## src/rtl/psum_accumulator_if.sv

```systemverilog
// Stream bundle for psum_accumulator: partial-sum input beats and packet-total output.
// A beat or total moves on a rising edge where valid && ready; valid never waits on ready.
interface psum_accumulator_if #(
  parameter int IN_W  = 8,
  parameter int ACC_W = 16
) ();
  logic             in_valid;
  logic             in_ready;
  logic [IN_W-1:0]  in_data;
  logic             in_last;
  logic             out_valid;
  logic             out_ready;
  logic [ACC_W-1:0] out_sum;
  logic             out_ovf;
  logic             busy;

  modport slave (
    input  in_valid, in_data, in_last, out_ready,
    output in_ready, out_valid, out_sum, out_ovf, busy
  );

  modport master (
    output in_valid, in_data, in_last, out_ready,
    input  in_ready, out_valid, out_sum, out_ovf, busy
  );
endinterface

```

## src/rtl/psum_accumulator.sv

```systemverilog
// Packet partial-sum accumulator: sign-extends each beat, adds it with a grouped
// carry-lookahead adder, and holds the packet total with a sticky signed-overflow flag.
module psum_accumulator #(
  parameter int IN_W  = 8,
  parameter int ACC_W = 16
) (
  input  logic                clk,
  input  logic                rst_n,
  psum_accumulator_if.slave   bus,
  output logic [1:0]          o_dbg_state
);
  localparam int NG = ACC_W / 4;

  typedef enum logic [1:0] {
    S_IDLE = 2'd0,
    S_ACC  = 2'd1,
    S_HOLD = 2'd2
  } state_t;

  state_t           r_state;
  logic [ACC_W-1:0] r_acc;
  logic             r_ovf;
  logic             r_out_valid;
  logic             r_busy;

  logic [ACC_W-1:0] w_b;
  logic [ACC_W-1:0] w_p;
  logic [ACC_W-1:0] w_g;
  logic [ACC_W:0]   w_c;
  logic [NG-1:0]    w_pm;
  logic [NG-1:0]    w_gm;
  logic [ACC_W-1:0] w_sum;
  logic             w_ovf;
  logic             w_in_ready;
  logic             w_beat;

  assign w_b = ACC_W'($signed(bus.in_data));

  // Per-bit P/G, 4-bit lookahead inside each nibble, group Gm/Pm chained from cin=0.
  always_comb begin
    w_p  = r_acc ^ w_b;
    w_g  = r_acc & w_b;
    w_c  = '0;
    w_pm = '0;
    w_gm = '0;
    for (int k = 0; k < NG; k++) begin
      w_c[4*k+1] = w_g[4*k] | (w_p[4*k] & w_c[4*k]);
      w_c[4*k+2] = w_g[4*k+1] | (w_p[4*k+1] & w_g[4*k])
                 | (w_p[4*k+1] & w_p[4*k] & w_c[4*k]);
      w_c[4*k+3] = w_g[4*k+2] | (w_p[4*k+2] & w_g[4*k+1])
                 | (w_p[4*k+2] & w_p[4*k+1] & w_g[4*k])
                 | (w_p[4*k+2] & w_p[4*k+1] & w_p[4*k] & w_c[4*k]);
      w_pm[k]    = &w_p[4*k +: 4];
      w_gm[k]    = w_g[4*k+3] | (w_p[4*k+3] & w_g[4*k+2])
                 | (w_p[4*k+3] & w_p[4*k+2] & w_g[4*k+1])
                 | (w_p[4*k+3] & w_p[4*k+2] & w_p[4*k+1] & w_g[4*k]);
      w_c[4*k+4] = w_gm[k] | (w_pm[k] & w_c[4*k]);
    end
    w_sum = w_p ^ w_c[ACC_W-1:0];
    w_ovf = w_c[ACC_W] ^ w_c[ACC_W-1];
  end

  // Holding a total only blocks input while the consumer stalls, so packets chain without a bubble.
  assign w_in_ready = (r_state != S_HOLD) || bus.out_ready;
  assign w_beat     = bus.in_valid && w_in_ready;

  always_ff @(posedge clk or negedge rst_n) begin
    if (!rst_n) begin
      r_state     <= S_IDLE;
      r_acc       <= '0;
      r_ovf       <= 1'b0;
      r_out_valid <= 1'b0;
      r_busy      <= 1'b0;
    end else begin
      case (r_state)
        S_IDLE: begin
          if (w_beat) begin
            r_acc <= w_b;
            r_ovf <= 1'b0;
            if (bus.in_last) begin
              r_state     <= S_HOLD;
              r_out_valid <= 1'b1;
            end else begin
              r_state <= S_ACC;
              r_busy  <= 1'b1;
            end
          end
        end
        S_ACC: begin
          if (w_beat) begin
            r_acc <= w_sum;
            r_ovf <= r_ovf | w_ovf;
            if (bus.in_last) begin
              r_state     <= S_HOLD;
              r_out_valid <= 1'b1;
              r_busy      <= 1'b0;
            end
          end
        end
        S_HOLD: begin
          if (w_beat) begin
            r_acc <= w_b;
            r_ovf <= 1'b0;
            if (!bus.in_last) begin
              r_state     <= S_ACC;
              r_out_valid <= 1'b0;
              r_busy      <= 1'b1;
            end
          end else if (bus.out_ready) begin
            r_state     <= S_IDLE;
            r_out_valid <= 1'b0;
          end
        end
        default: begin
          r_state     <= S_IDLE;
          r_out_valid <= 1'b0;
          r_busy      <= 1'b0;
        end
      endcase
    end
  end

  assign bus.in_ready  = w_in_ready;
  assign bus.out_valid = r_out_valid;
  assign bus.out_sum   = r_acc;
  assign bus.out_ovf   = r_ovf;
  assign bus.busy      = r_busy;
  assign o_dbg_state   = r_state;
endmodule

```

## src/flat_wrapper.sv

```systemverilog
// flat-port wrapper written by rule: the top's interface ports become plain ports
module psum_accumulator_flat 
#(
  parameter int IN_W  = 8,
  parameter int ACC_W = 16
)
  (clk, rst_n, o_dbg_state, bus_in_valid, bus_in_data, bus_in_last, bus_out_ready, bus_in_ready, bus_out_valid, bus_out_sum, bus_out_ovf, bus_busy);
  psum_accumulator_if #(.IN_W(IN_W), .ACC_W(ACC_W)) bus_i ();
  input  logic clk;
  input  logic rst_n;
  output logic [1:0] o_dbg_state;
  input wire logic [$bits(bus_i.in_valid)-1:0] bus_in_valid;
  input wire logic [$bits(bus_i.in_data)-1:0] bus_in_data;
  input wire logic [$bits(bus_i.in_last)-1:0] bus_in_last;
  input wire logic [$bits(bus_i.out_ready)-1:0] bus_out_ready;
  output wire logic [$bits(bus_i.in_ready)-1:0] bus_in_ready;
  output wire logic [$bits(bus_i.out_valid)-1:0] bus_out_valid;
  output wire logic [$bits(bus_i.out_sum)-1:0] bus_out_sum;
  output wire logic [$bits(bus_i.out_ovf)-1:0] bus_out_ovf;
  output wire logic [$bits(bus_i.busy)-1:0] bus_busy;
  assign bus_i.in_valid = bus_in_valid;
  assign bus_i.in_data = bus_in_data;
  assign bus_i.in_last = bus_in_last;
  assign bus_i.out_ready = bus_out_ready;
  assign bus_in_ready = bus_i.in_ready;
  assign bus_out_valid = bus_i.out_valid;
  assign bus_out_sum = bus_i.out_sum;
  assign bus_out_ovf = bus_i.out_ovf;
  assign bus_busy = bus_i.busy;
  psum_accumulator #(.IN_W(IN_W), .ACC_W(ACC_W)) u_core (.clk(clk), .rst_n(rst_n), .bus(bus_i), .o_dbg_state(o_dbg_state));
endmodule
```

## config.mk

```make
export PLATFORM = sky130hd
export DESIGN_NAME = psum_accumulator_flat
export DESIGN_NICKNAME = d
export VERILOG_FILES = /design/src/rtl/psum_accumulator_if.sv /design/src/rtl/psum_accumulator.sv /design/src/flat_wrapper.sv
export SDC_FILE = /design/constraint.sdc
export NUM_CORES = 1
export LEC_CHECK = 0
export BUFFER_PORTS_ARGS = -buffer_cell sky130_fd_sc_hd__buf_2
export CAP_MARGIN = 0
export CORE_ASPECT_RATIO = 1.25
export CORE_MARGIN = 5
export CORE_UTILIZATION = 59
export CTS_BUF_LIST = sky130_fd_sc_hd__clkbuf_4
export DETAILED_ROUTE_END_ITERATION = 10
export PLACE_DENSITY = 0.86
export RECOVER_POWER = 25
export SYNTH_ARGS = -nofsm -noshare
export SYNTH_HDL_FRONTEND = slang
export SYNTH_SLANG_ARGS = --single-unit
```

## constraint.sdc

```tcl
create_clock -name clk -period 7.2 [get_ports clk]
set_clock_uncertainty 0.2 [all_clocks]
set_input_delay 0.72 -clock clk [delete_from_list [all_inputs] [get_ports clk]]
set_output_delay 0.72 -clock clk [all_outputs]
set_load 0.02 [all_outputs]
```

==> results of run 1 <==
[logic make-up after synthesis]
logic type	after synthesis	synth area share, %
muxes	8	4.93
and+or+nand+nor	45	14.3
DFF	21	32.4
adders and majority gates	20	17.3
AOI/OAI and AO/OA	58	23.0
buffers and inverters	14	3.39
xor gates and xnor gates	9	4.85
[cells in the final DEF (no fill, tap or decap), drive strengths merged, types with 2 or more instances in the layout]
cell type,n
buf,33
a21oi,22
dfrtp,21
o21ai,17
ha,16
nand2,14
nor2,11
mux2i,8
inv,7
xnor2,7
a21o,4
nor2b,4
fa,4
clkbuf,4
nand2b,3
and3,3
and2,3
a31oi,3
and4,2
a211oi,2
nor3,2
xor2,2
a22oi,2
[report_power, final]
group / total (W) / internal, W / switching (W)
registers: 0.000198 / 0.000156 / 0.0000423
logic: 0.000380 / 0.000164 / 0.000216
clock network: 0.0000588 / 0.0000208 / 0.0000380
[final cells by class]
class | instances | area [sq um] | share of cell area (%)
repair buffers | 34 | 169 | 9.21
multi-input cells | 140 | 1040 | 56.9
flip-flops and latches | 21 | 526 | 28.6
clock inverters | 1 | 5.00 | 0.273
clock buffers | 3 | 22.5 | 1.23
well taps | 34 | 42.5 | 2.32
inverters | 7 | 26.3 | 1.43
[per-layer routing]
layer  up-vias  part of all wire [%]  GRT usage [%]
li1        693                     -              -
met1       668                    42           24.0
met2        34                    52           34.4
met3         8                   3.8           2.42
met4         0                   2.0           7.54
met5         -                     0              0
[synthesized netlist by cell type, drive strengths merged (2+ instances only)]
master	number	share of area, %
buf	3	0.85
nor2	11	2.5
a211oi	2	0.92
nand2	14	3.4
a21oi	22	6.8
a31oi	3	1.5
and2	3	1.3
nand2b	3	1.2
o21ai	17	5.5
a22oi	2	1.2
clkbuf	4	0.92
nor3	2	0.62
and4	2	1.4
xor2	2	1.1
dfrtp	21	32
fa	4	4.9
mux2i	8	4.9
inv	7	1.6
a21o	4	1.8
ha	16	12
nor2b	4	1.5
and3	3	1.2
xnor2	7	3.8
[metrics by stage]
stage / worst slack [ns] / hold WS [ns]
after floorplan: 4.22 / 0.224
after global placement: 3.97 / 0.289
after detailed placement: 3.84 / 0.298
after CTS: 4.18 / 0.164
after global routing: 4.07 / 0.363
final: 4.18 / 0.327
[sequential cells by signal (all words and copies together), names as in the netlist]
register	flops
u_core.bus.busy	1
u_core.bus.out_ovf	1
u_core.bus.out_sum	16
u_core.bus.out_valid	1
u_core.o_dbg_state	2
[worst min-delay path, stage by stage, from the launching register on]
cell and delay, ns:
dfrtp_1 0.35, o21ai_0 0.08, o21ai_0 0.07
[worst max path at each step]
| stage | start | slack, ns | end | depth (start not counted) |
|---|---|---|---|---|
| after global placement | bus_in_data[7] | 3.97 | u_core.bus.out_sum[13]$_DFFE_PN0P_ | 10 |
| after global routing | bus_in_data[7] | 4.07 | u_core.bus.out_sum[13]$_DFFE_PN0P_ | 10 |
| after CTS | bus_in_data[7] | 4.18 | u_core.bus.out_sum[13]$_DFFE_PN0P_ | 10 |
| final | bus_in_data[7] | 4.18 | u_core.bus.out_sum[13]$_DFFE_PN0P_ | 10 |
| after detailed placement | bus_in_data[7] | 3.84 | u_core.bus.out_sum[13]$_DFFE_PN0P_ | 10 |
| after floorplan | bus_in_data[3] | 4.22 | u_core.bus.out_sum[13]$_DFFE_PN0P_ | 9 |
==> run summary, run 1 <==
detailed-route vias per instance -> 5.85
fin nets -> 240
Max IR drop VDD -> 227 uV
chip width -> 56.9 um
PortBufs -> 34
dpl hpwl -> 2640 um
Distinct cells, synth -> 41
R2R depth -> 9
Worst-Margin Slew -> 1.19 ns
CTS tree -> yes
Required @ worst endpoint -> 7.21 ns
fillers -> 223
antenna fix cells -> 0
Hold Violations, Final -> 0
yosys warns -> 0
share of cells above drive strength 1 -> 23.8%
cts bufs inserted -> 3
Max H-tree Level -> 1
RR Startpoint -> u_core.bus.out_sum[5]$_DFFE_PN0P_
worst-case clock buffer depth -> 2
Total Die Area -> 0.00391 sq mm
global route total overflow -> 0
RSZ-0062 raised after global routing -> false
final non-filler cell total -> 240
Vias -> 1403
site row count -> 21
setup slack, reg-to-reg -> 4.34 ns
EDFF count, synth -> 0
Total Neg Setup Slack -> 0 ns
drt wl/cell -> 14.3 um
global-route wire length before repair -> 5970 um
area delta synth->final -> 12.9%
Crit Path Max Fanout -> 13
Crit path max-delay family -> compound AO/OA/AOI/OAI gates
buffers plus inverters on the worst setup path -> 1
maxcap violations -> 0
post-route ant nets -> 0
# Post-CTS Setup Buffers -> 0
Fmax -> 0.331 GHz
syn avg cell area -> 9.28 sq um
drt initial violations -> 26
total power draw -> 0.000637 W
slowest stage delay, CP -> 0.39 ns
CP Launch Type -> input pin
initial antenna violation count -> 0
slowest CP cell -> fa_1
Initial Utilization -> 61.2%
Power per Cell Area -> 347 mW/mm^2
Slew HR -> 21.0%
Main synth FF type -> dfrtp_1
chip height -> 68.7 um
Post-Syn Area -> 0.00162 sq mm
critical hold path startpoint -> u_core.bus.out_ovf$_DFFE_PN0P_
Inst Count DP -> 236
placed instance area -> 0.00181 sq mm
Final Critical Period -> 3.02 ns
hold path depth -> 2
WL final -> 3430 um
GPL Wtd Cong -> 0.890
CP arrival -> 3.03 ns
run status -> complete, no violations
clk_lat worst skew -> 0.31 ns
pin count of the biggest net entering global routing -> 30
CTS Root Cell -> clkbuf_4
Crit Path Category -> in -> reg
final setup fails -> 0
FF-to-FF End -> u_core.bus.out_sum[13]$_DFFE_PN0P_
I/O pins -> 35
FF+latch count, synth -> 21
Mapped Nets -> 208
remaining routing DRC violations -> 0
Critical Path, Cell by Cell -> buf_2 > ha_1 > a21oi_1 > o21ai_1 > a21o_1 > a221o_2 > fa_1 > xnor2_1 > a211oi_1 > a21o_1
post-CTS sizing -> 0
ys async rst share -> 100%
Design Area, Final -> 0.00183 sq mm
leak pwr -> 0.877 nW
Worst setup EP type -> register
CP most frequent cell -> a21o_1
Pre-antenna DRT Iters -> 6
cts hold-fix bufs -> 0
hold path endpoint -> u_core.bus.out_ovf$_DFFE_PN0P_
vias in the first global route -> 1345
clk slew on worst S/H paths -> 0.12 ns
CTS sink cnt -> 21
post-layout util -> 69.1%
core area -> 0.00265 sq mm
Seq/Total Area, Yosys -> 32.4%
Final Max Tran Viols -> 0
Cells after Synth -> 175
gr usage total -> 19.3%
worst hold path class -> reg -> reg
final period utilization -> 41.9%
Power figures use the tool's default switching activity.
==> inputs of run 2 (changes only) <==
- ABC_AREA: unset -> 1
- CORE_UTILIZATION: 59 -> 51
- PLACE_DENSITY: 0.86 -> 0.78
- clock period: 7.2 -> 2.72 ns (I/O delays scaled with it)
==> run summary, run 2 <==
detailed-route vias per instance -> 5.39 (-7.8%)
CTS sink cnt -> 21 (unchanged)
Synth area leaders -> dfrtp_1 31%, ha_1 12%, nand2_1 7.4%
clk_lat worst skew -> 0.31 ns (about the same)
most frequent cells in the layout -> 33 x nand2_1, 33 x buf_2, 21 x dfrtp_1
core area -> 0.00319 sq mm (+20%)
Worst setup EP type -> register
gr usage total -> 18.4% (-0.99 points)
dpl hpwl -> 2590 um (-1.8%)
cts bufs inserted -> 3 (unchanged)
FF+latch count, synth -> 21 (unchanged)
Slew HR -> 22.0% (+1.0 points)
Pre-antenna DRT Iters -> 4 (-2)
worst-case clock buffer depth -> 2 (unchanged)
drt initial violations -> 53 (+100%)
ys async rst share -> 100% (unchanged)
Cells after Synth -> 195 (+11%)
Seq/Total Area, Yosys -> 31.4% (-0.92 points)
area of the multi-input gates -> 0.00105 sq mm (+0.96%)
post-route ant nets -> 0 (unchanged)
RSZ-0062 raised after global routing -> false
Final Max Tran Viols -> 0 (unchanged)
Final Critical Period -> 2.41 ns
CP arrival -> 2.46 ns (-0.57 ns)
Distinct cells, synth -> 35 (-15%)
CTS Root Cell -> clkbuf_4
chip width -> 61.2 um (+7.5%)
Synth top area share -> 31.4% (-0.92 points)
CTS tree -> yes
remaining routing DRC violations -> 0 (unchanged)
PortBufs -> 34 (unchanged)
final setup fails -> 0 (unchanged)
Initial Utilization -> 52.3% (-8.9 points)
Vias -> 1450 (+3.3%)
CP Launch Type -> register
setup slack, reg-to-reg -> 0.31 ns (-4.03 ns)
R2R depth -> 12 (+3)
pin count of the biggest net entering global routing -> 22 (-27%)
Power per Cell Area -> 1180 mW/mm^2 (+240%)
register area -> 526 sq um (unchanged)
Max H-tree Level -> 1 (unchanged)
most common cell in the netlist -> nand2_1
drt wl/cell -> 12.9 um (-10%)
area delta synth->final -> 14.5%
fin nets -> 266 (+11%)
Setup WS post-layout -> 0.312 ns (-3.87 ns)
yosys warns -> 0 (unchanged)
final period utilization -> 88.5%
Required @ worst endpoint -> 2.77 ns (-4.44 ns)
antenna fix cells -> 0 (unchanged)
slowest stage delay, CP -> 0.41 ns (+0.02 ns)
WL final -> 3460 um (+0.87%)
vias in the first global route -> 1517 (+13%)
FF-to-FF End -> u_core.bus.out_sum[13]$_DFFE_PN0P_
site row count -> 23 (+9.5%)
maxcap violations -> 0 (unchanged)
max reg flops -> 16 (unchanged)
I/O pins -> 35 (unchanged)
Post-Syn Area -> 0.00167 sq mm (+2.9%)
Total Die Area -> 0.00453 sq mm (+16%)
CP startpoint -> u_core.bus.out_sum[3]$_DFFE_PN0P_
Worst Setup EP -> u_core.bus.out_sum[13]$_DFFE_PN0P_
chip height -> 74.0 um (+7.8%)
leak pwr -> 0.941 nW (+7.2%)
worst hold path class -> in -> reg
post-CTS sizing -> 0 (unchanged)
global-route wire length before repair -> 6440 um (+8.0%)
Mapped Nets -> 228 (+9.6%)
Critical Path, Cell by Cell -> ha_1 > or2_0 > nand2_1 > nand2_2 > nand2_4 > nand2_4 > nand2_4 > nand2_4 > fa_1 > a21oi_1 > o21ai_0 > a2bb2oi_1
CP most frequent cell -> nand2_4
Hold Violations, Final -> 0 (unchanged)
Crit Path Category -> reg -> reg
fillers -> 306 (+37%)
Post-synth top cells -> 33 x nand2_1, 21 x dfrtp_1, 17 x nor2_1
Worst-Margin Slew -> 1.17 ns (-0.0156 ns)
Max IR drop VDD -> 612 uV (+170%)
share of cells above drive strength 1 -> 27.2% (+3.4 points)
Total Neg Setup Slack -> 0 ns (unchanged)
worst slack, placed -> 0.264 ns (-3.58 ns)
run status -> complete, no violations
area leader, netlist -> dfrtp_1
Crit Path Max Fanout -> 3 (-10)
RR Startpoint -> u_core.bus.out_sum[3]$_DFFE_PN0P_
slowest CP cell -> dfrtp_1
clk slew on worst S/H paths -> 0.14 ns (+0.02 ns)
global route total overflow -> 0 (unchanged)
# Post-CTS Setup Buffers -> 0 (unchanged)
initial antenna violation count -> 0 (unchanged)
Fmax -> 0.415 GHz
EDFF count, synth -> 0 (unchanged)
syn avg cell area -> 8.57 sq um (-7.6%)
GPL Wtd Cong -> 0.756 (-15%)
Main synth FF type -> dfrtp_1
run 2: where the power goes:
group | internal (W) | total [W] | switching (W)
logic | 0.000572 | 0.00147 | 0.000902
clock network | 0.0000672 | 0.000173 | 0.000105
registers | 0.000462 | 0.000611 | 0.000148
run 2: kinds of logic (layout without fill, tap and decap cells):
| family | count (synthesis) | in the layout | synth area share, % |
|---|---|---|---|
| and+or+nand+nor | 85 | 85 | 27.0 |
| AOI/OAI and AO/OA | 48 | 48 | 18.7 |
| DFF | 21 | 21 | 31.4 |
| adders and majority gates | 20 | 20 | 16.8 |
| buffers and inverters | 20 | 57 | 5.54 |
| xor gates and xnor gates | 1 | 1 | 0.524 |
run 2: area by class of cell:
type | instances | share of cell area (%)
well taps | 37 | 2.42
repair buffers | 37 | 10.3
flip-flops and latches | 21 | 27.5
clock buffers | 4 | 1.57
multi-input cells | 154 | 55.0
inverters | 16 | 3.27
run 2: timing repair:
item | 4_1_cts | 5_1_grt
endpoints found under the hold margin | 22 | 0
hold buffers | 2 | 0
setup endpoints to repair | 0 | 0
run 2: worst max-delay path: cells and delay by family (launching register included):
family / cells / cell delay [ns]
fa+ha+maj: 2 / 0.72
flops: 1 / 0.41
compound gates: 3 / 0.38
simple gates: 7 / 0.64
run 2: layer usage:
layer / up-vias / GRT usage (%) / wire length [um]
met5: - / 0 / 0
met4: 0 / 6.51 / 43
met3: 5 / 3.30 / 165
met2: 25 / 31.8 / 1720
met1: 675 / 22.5 / 1540
li1: 745 / - / -
run 2: worst min path at each step:
stage / from / to / slack (ns) / cells after the start
floorplan: rst_n / u_core.bus.busy$_DFFE_PN0P_ / -0.22 / 0
global placement: rst_n / u_core.bus.out_sum[2]$_DFFE_PN0P_ / 0.07 / 1
detailed placement: rst_n / u_core.bus.out_sum[2]$_DFFE_PN0P_ / 0.07 / 1
CTS: bus_in_valid / u_core.o_dbg_state[1]$_DFFE_PN0P_ / 0.02 / 3
global route: bus_in_valid / u_core.o_dbg_state[0]$_DFFE_PN0P_ / 0.03 / 3
finish: bus_in_valid / u_core.o_dbg_state[1]$_DFFE_PN0P_ / 0.03 / 3
run 2: per-stage QoR:
step | hold WS [ns] | power [W] | area, sq um | std cells | util (%)
2_1_floorplan | -0.224 | 0.00175 | 1670 | 195 | -
3_3_place_gp | 0.0684 | 0.00207 | 1870 | 263 | 58.4
3_5_place_dp | 0.0688 | 0.00210 | 1870 | 263 | 58.4
4_1_cts | 0.0230 | 0.00228 | 1920 | 269 | 60.0
5_1_grt | 0.0293 | 0.00251 | 1910 | 269 | 59.9
6_report | 0.0344 | 0.00226 | 1910 | 269 | 59.9
==> inputs of run 3 (changes only) <==
- CTS_CLUSTER_DIAMETER: unset -> 120
- REMOVE_ABC_BUFFERS: unset -> 1
- SLEW_MARGIN: unset -> 20
==> run summary, run 3 (synthesis results as in run 2) <==
Total Neg Setup Slack -> 0 ns (unchanged)
global-route wire length before repair -> 6090 um (-5.5%)
fillers -> 302 (-1.3%)
Worst setup EP type -> register
final period utilization -> 88.5% (about the same)
drt initial violations -> 25 (-53%)
worst slack, placed -> 0.285 ns (+0.0210 ns)
maxcap violations -> 0 (unchanged)
# Post-CTS Setup Buffers -> 0 (unchanged)
RR Startpoint -> u_core.bus.out_sum[3]$_DFFE_PN0P_
RSZ-0062 raised after global routing -> false
Critical Path, Cell by Cell -> ha_1 > or2_0 > nand2_1 > nand2_2 > nand2_4 > nand2_4 > nand2_4 > nand2_4 > fa_1 > a21oi_1 > o21ai_0 > a2bb2oi_1
cts bufs inserted -> 3 (unchanged)
Max H-tree Level -> 1 (unchanged)
Crit Path Max Fanout -> 3 (unchanged)
final setup fails -> 0 (unchanged)
chip width -> 61.2 um (unchanged)
leak pwr -> 0.940 nW (about the same)
Required @ worst endpoint -> 2.76 ns (about the same)
antenna fix cells -> 0 (unchanged)
drt wl/cell -> 12.5 um (-2.7%)
I/O pins -> 35 (unchanged)
CTS tree -> yes
share of cells above drive strength 1 -> 27.2% (unchanged)
Fmax -> 0.415 GHz (about the same)
pin count of the biggest net entering global routing -> 22 (unchanged)
CP arrival -> 2.45 ns (about the same)
vias in the first global route -> 1450 (-4.4%)
fin nets -> 266 (unchanged)
Final Max Tran Viols -> 0 (unchanged)
critical hold path startpoint -> bus_in_valid
dpl hpwl -> 2600 um (+0.35%)
most frequent cells in the layout -> 33 x nand2_1, 33 x buf_2, 21 x dfrtp_1
Initial Utilization -> 52.3% (unchanged)
CP startpoint -> u_core.bus.out_sum[3]$_DFFE_PN0P_
Hold Violations, Final -> 0 (unchanged)
post-route ant nets -> 0 (unchanged)
detailed-route vias per instance -> 5.36 (-0.62%)
area delta synth->final -> 14.4%
gr usage total -> 17.2% (-1.1 points)
GPL Wtd Cong -> 0.759 (+0.40%)
Crit Path Category -> reg -> reg
slowest CP cell -> dfrtp_1
Total Die Area -> 0.00453 sq mm (unchanged)
CP most frequent cell -> nand2_4
clk_lat worst skew -> 0.31 ns (about the same)
slowest stage delay, CP -> 0.42 ns (about the same)
Vias -> 1441 (-0.62%)
Power per Cell Area -> 1170 mW/mm^2 (-0.77%)
initial antenna violation count -> 0 (unchanged)
Setup WS post-layout -> 0.312 ns (-0.000118 ns)
total power draw -> 0.00224 W (-0.90%)
CTS sink cnt -> 21 (unchanged)
core area -> 0.00319 sq mm (unchanged)
CTS Root Cell -> clkbuf_4
PortBufs -> 34 (unchanged)
CP Launch Type -> register
Pre-antenna DRT Iters -> 4 (unchanged)
WL final -> 3370 um (-2.7%)
Final Critical Period -> 2.41 ns (+0.000118 ns)
site row count -> 23 (unchanged)
Worst-Margin Slew -> 1.19 ns (+0.0183 ns)
remaining routing DRC violations -> 0 (unchanged)
hold_ws -> 0.0480 ns (+0.0136 ns)
chip height -> 74.0 um (unchanged)
max reg flops -> 16 (unchanged)
Max IR drop VDD -> 647 uV (+5.7%)
global route total overflow -> 0 (unchanged)
Slew HR -> 20.8% (-1.2 points)
run status -> complete, no violations
clk slew on worst S/H paths -> 0.12 ns (-0.02 ns)
worst-case clock buffer depth -> 2 (unchanged)
worst hold path class -> in -> reg
## run 3: cell types whose count changed in the layout (fill, tap and decap cells not counted)
cell      previous run  this run
clkinv_2             0         1
clkbuf_4             4         3
## run 3: final cells by class
cell class,count,area [sq um],share of cell area (%)
multi-input combinational,154,1050,55.1
sequential,21,526,27.5
clock inverter,1,5.00,0.262
clock buffer,3,22.5,1.18
timing repair buffer,37,196,10.3
inverter,16,62.6,3.27
tap,37,46.3,2.42
## run 3: power by group
part | internal, W | switching (W)
clock | 0.0000549 | 0.000103
combinational | 0.000571 | 0.000899
sequential | 0.000462 | 0.000147
total | 0.00109 | 0.00115
## run 3: metrics by stage
stage	cells	utilization (%)	cell area [sq um]
2_1_floorplan	191	-	1640
3_5_place_dp	263	58.4	1870
6_report	269	59.9	1910
3_3_place_gp	263	58.4	1870
4_1_cts	269	59.9	1910
5_1_grt	269	59.9	1910
## run 3: timing repair
action | CTS | global route
hold buffers | 2 | 0
endpoints found under the hold margin | 22 | 0
resized for setup | 0 | 0
## run 3: routing by layer
| layer | wire length (um) | track usage [%] |
|---|---|---|
| met1 | 1490 | 21.6 |
| met2 | 1720 | 30.6 |
| met3 | 137 | 2.43 |
| met4 | 27 | 4.34 |
| met5 | 0 | 0 |
## run 3: worst max-delay path: cells and delay by family (launching register included)
family	cells	cell delay, ns
AND/OR/NAND/NOR	7	0.64
AO/OA/AOI/OAI	3	0.35
adder cells (fa/ha/maj)	2	0.71
flip-flops	1	0.42
## run 3: final timing paths
path | end | slack (ns) | cells past startpoint
max | u_core.bus.out_sum[13]$_DFFE_PN0P_ | 0.31 | 12
min | u_core.o_dbg_state[1]$_DFFE_PN0P_ | 0.05 | 3
max reg2reg | u_core.bus.out_sum[13]$_DFFE_PN0P_ | 0.31 | 12
min reg2reg | u_core.bus.out_ovf$_DFFE_PN0P_ | 0.33 | 2
max in group asynchronous | u_core.bus.out_sum[4]$_DFFE_PN0P_ | 1.11 | 2
min in group asynchronous | u_core.bus.busy$_DFFE_PN0P_ | 0.51 | 2
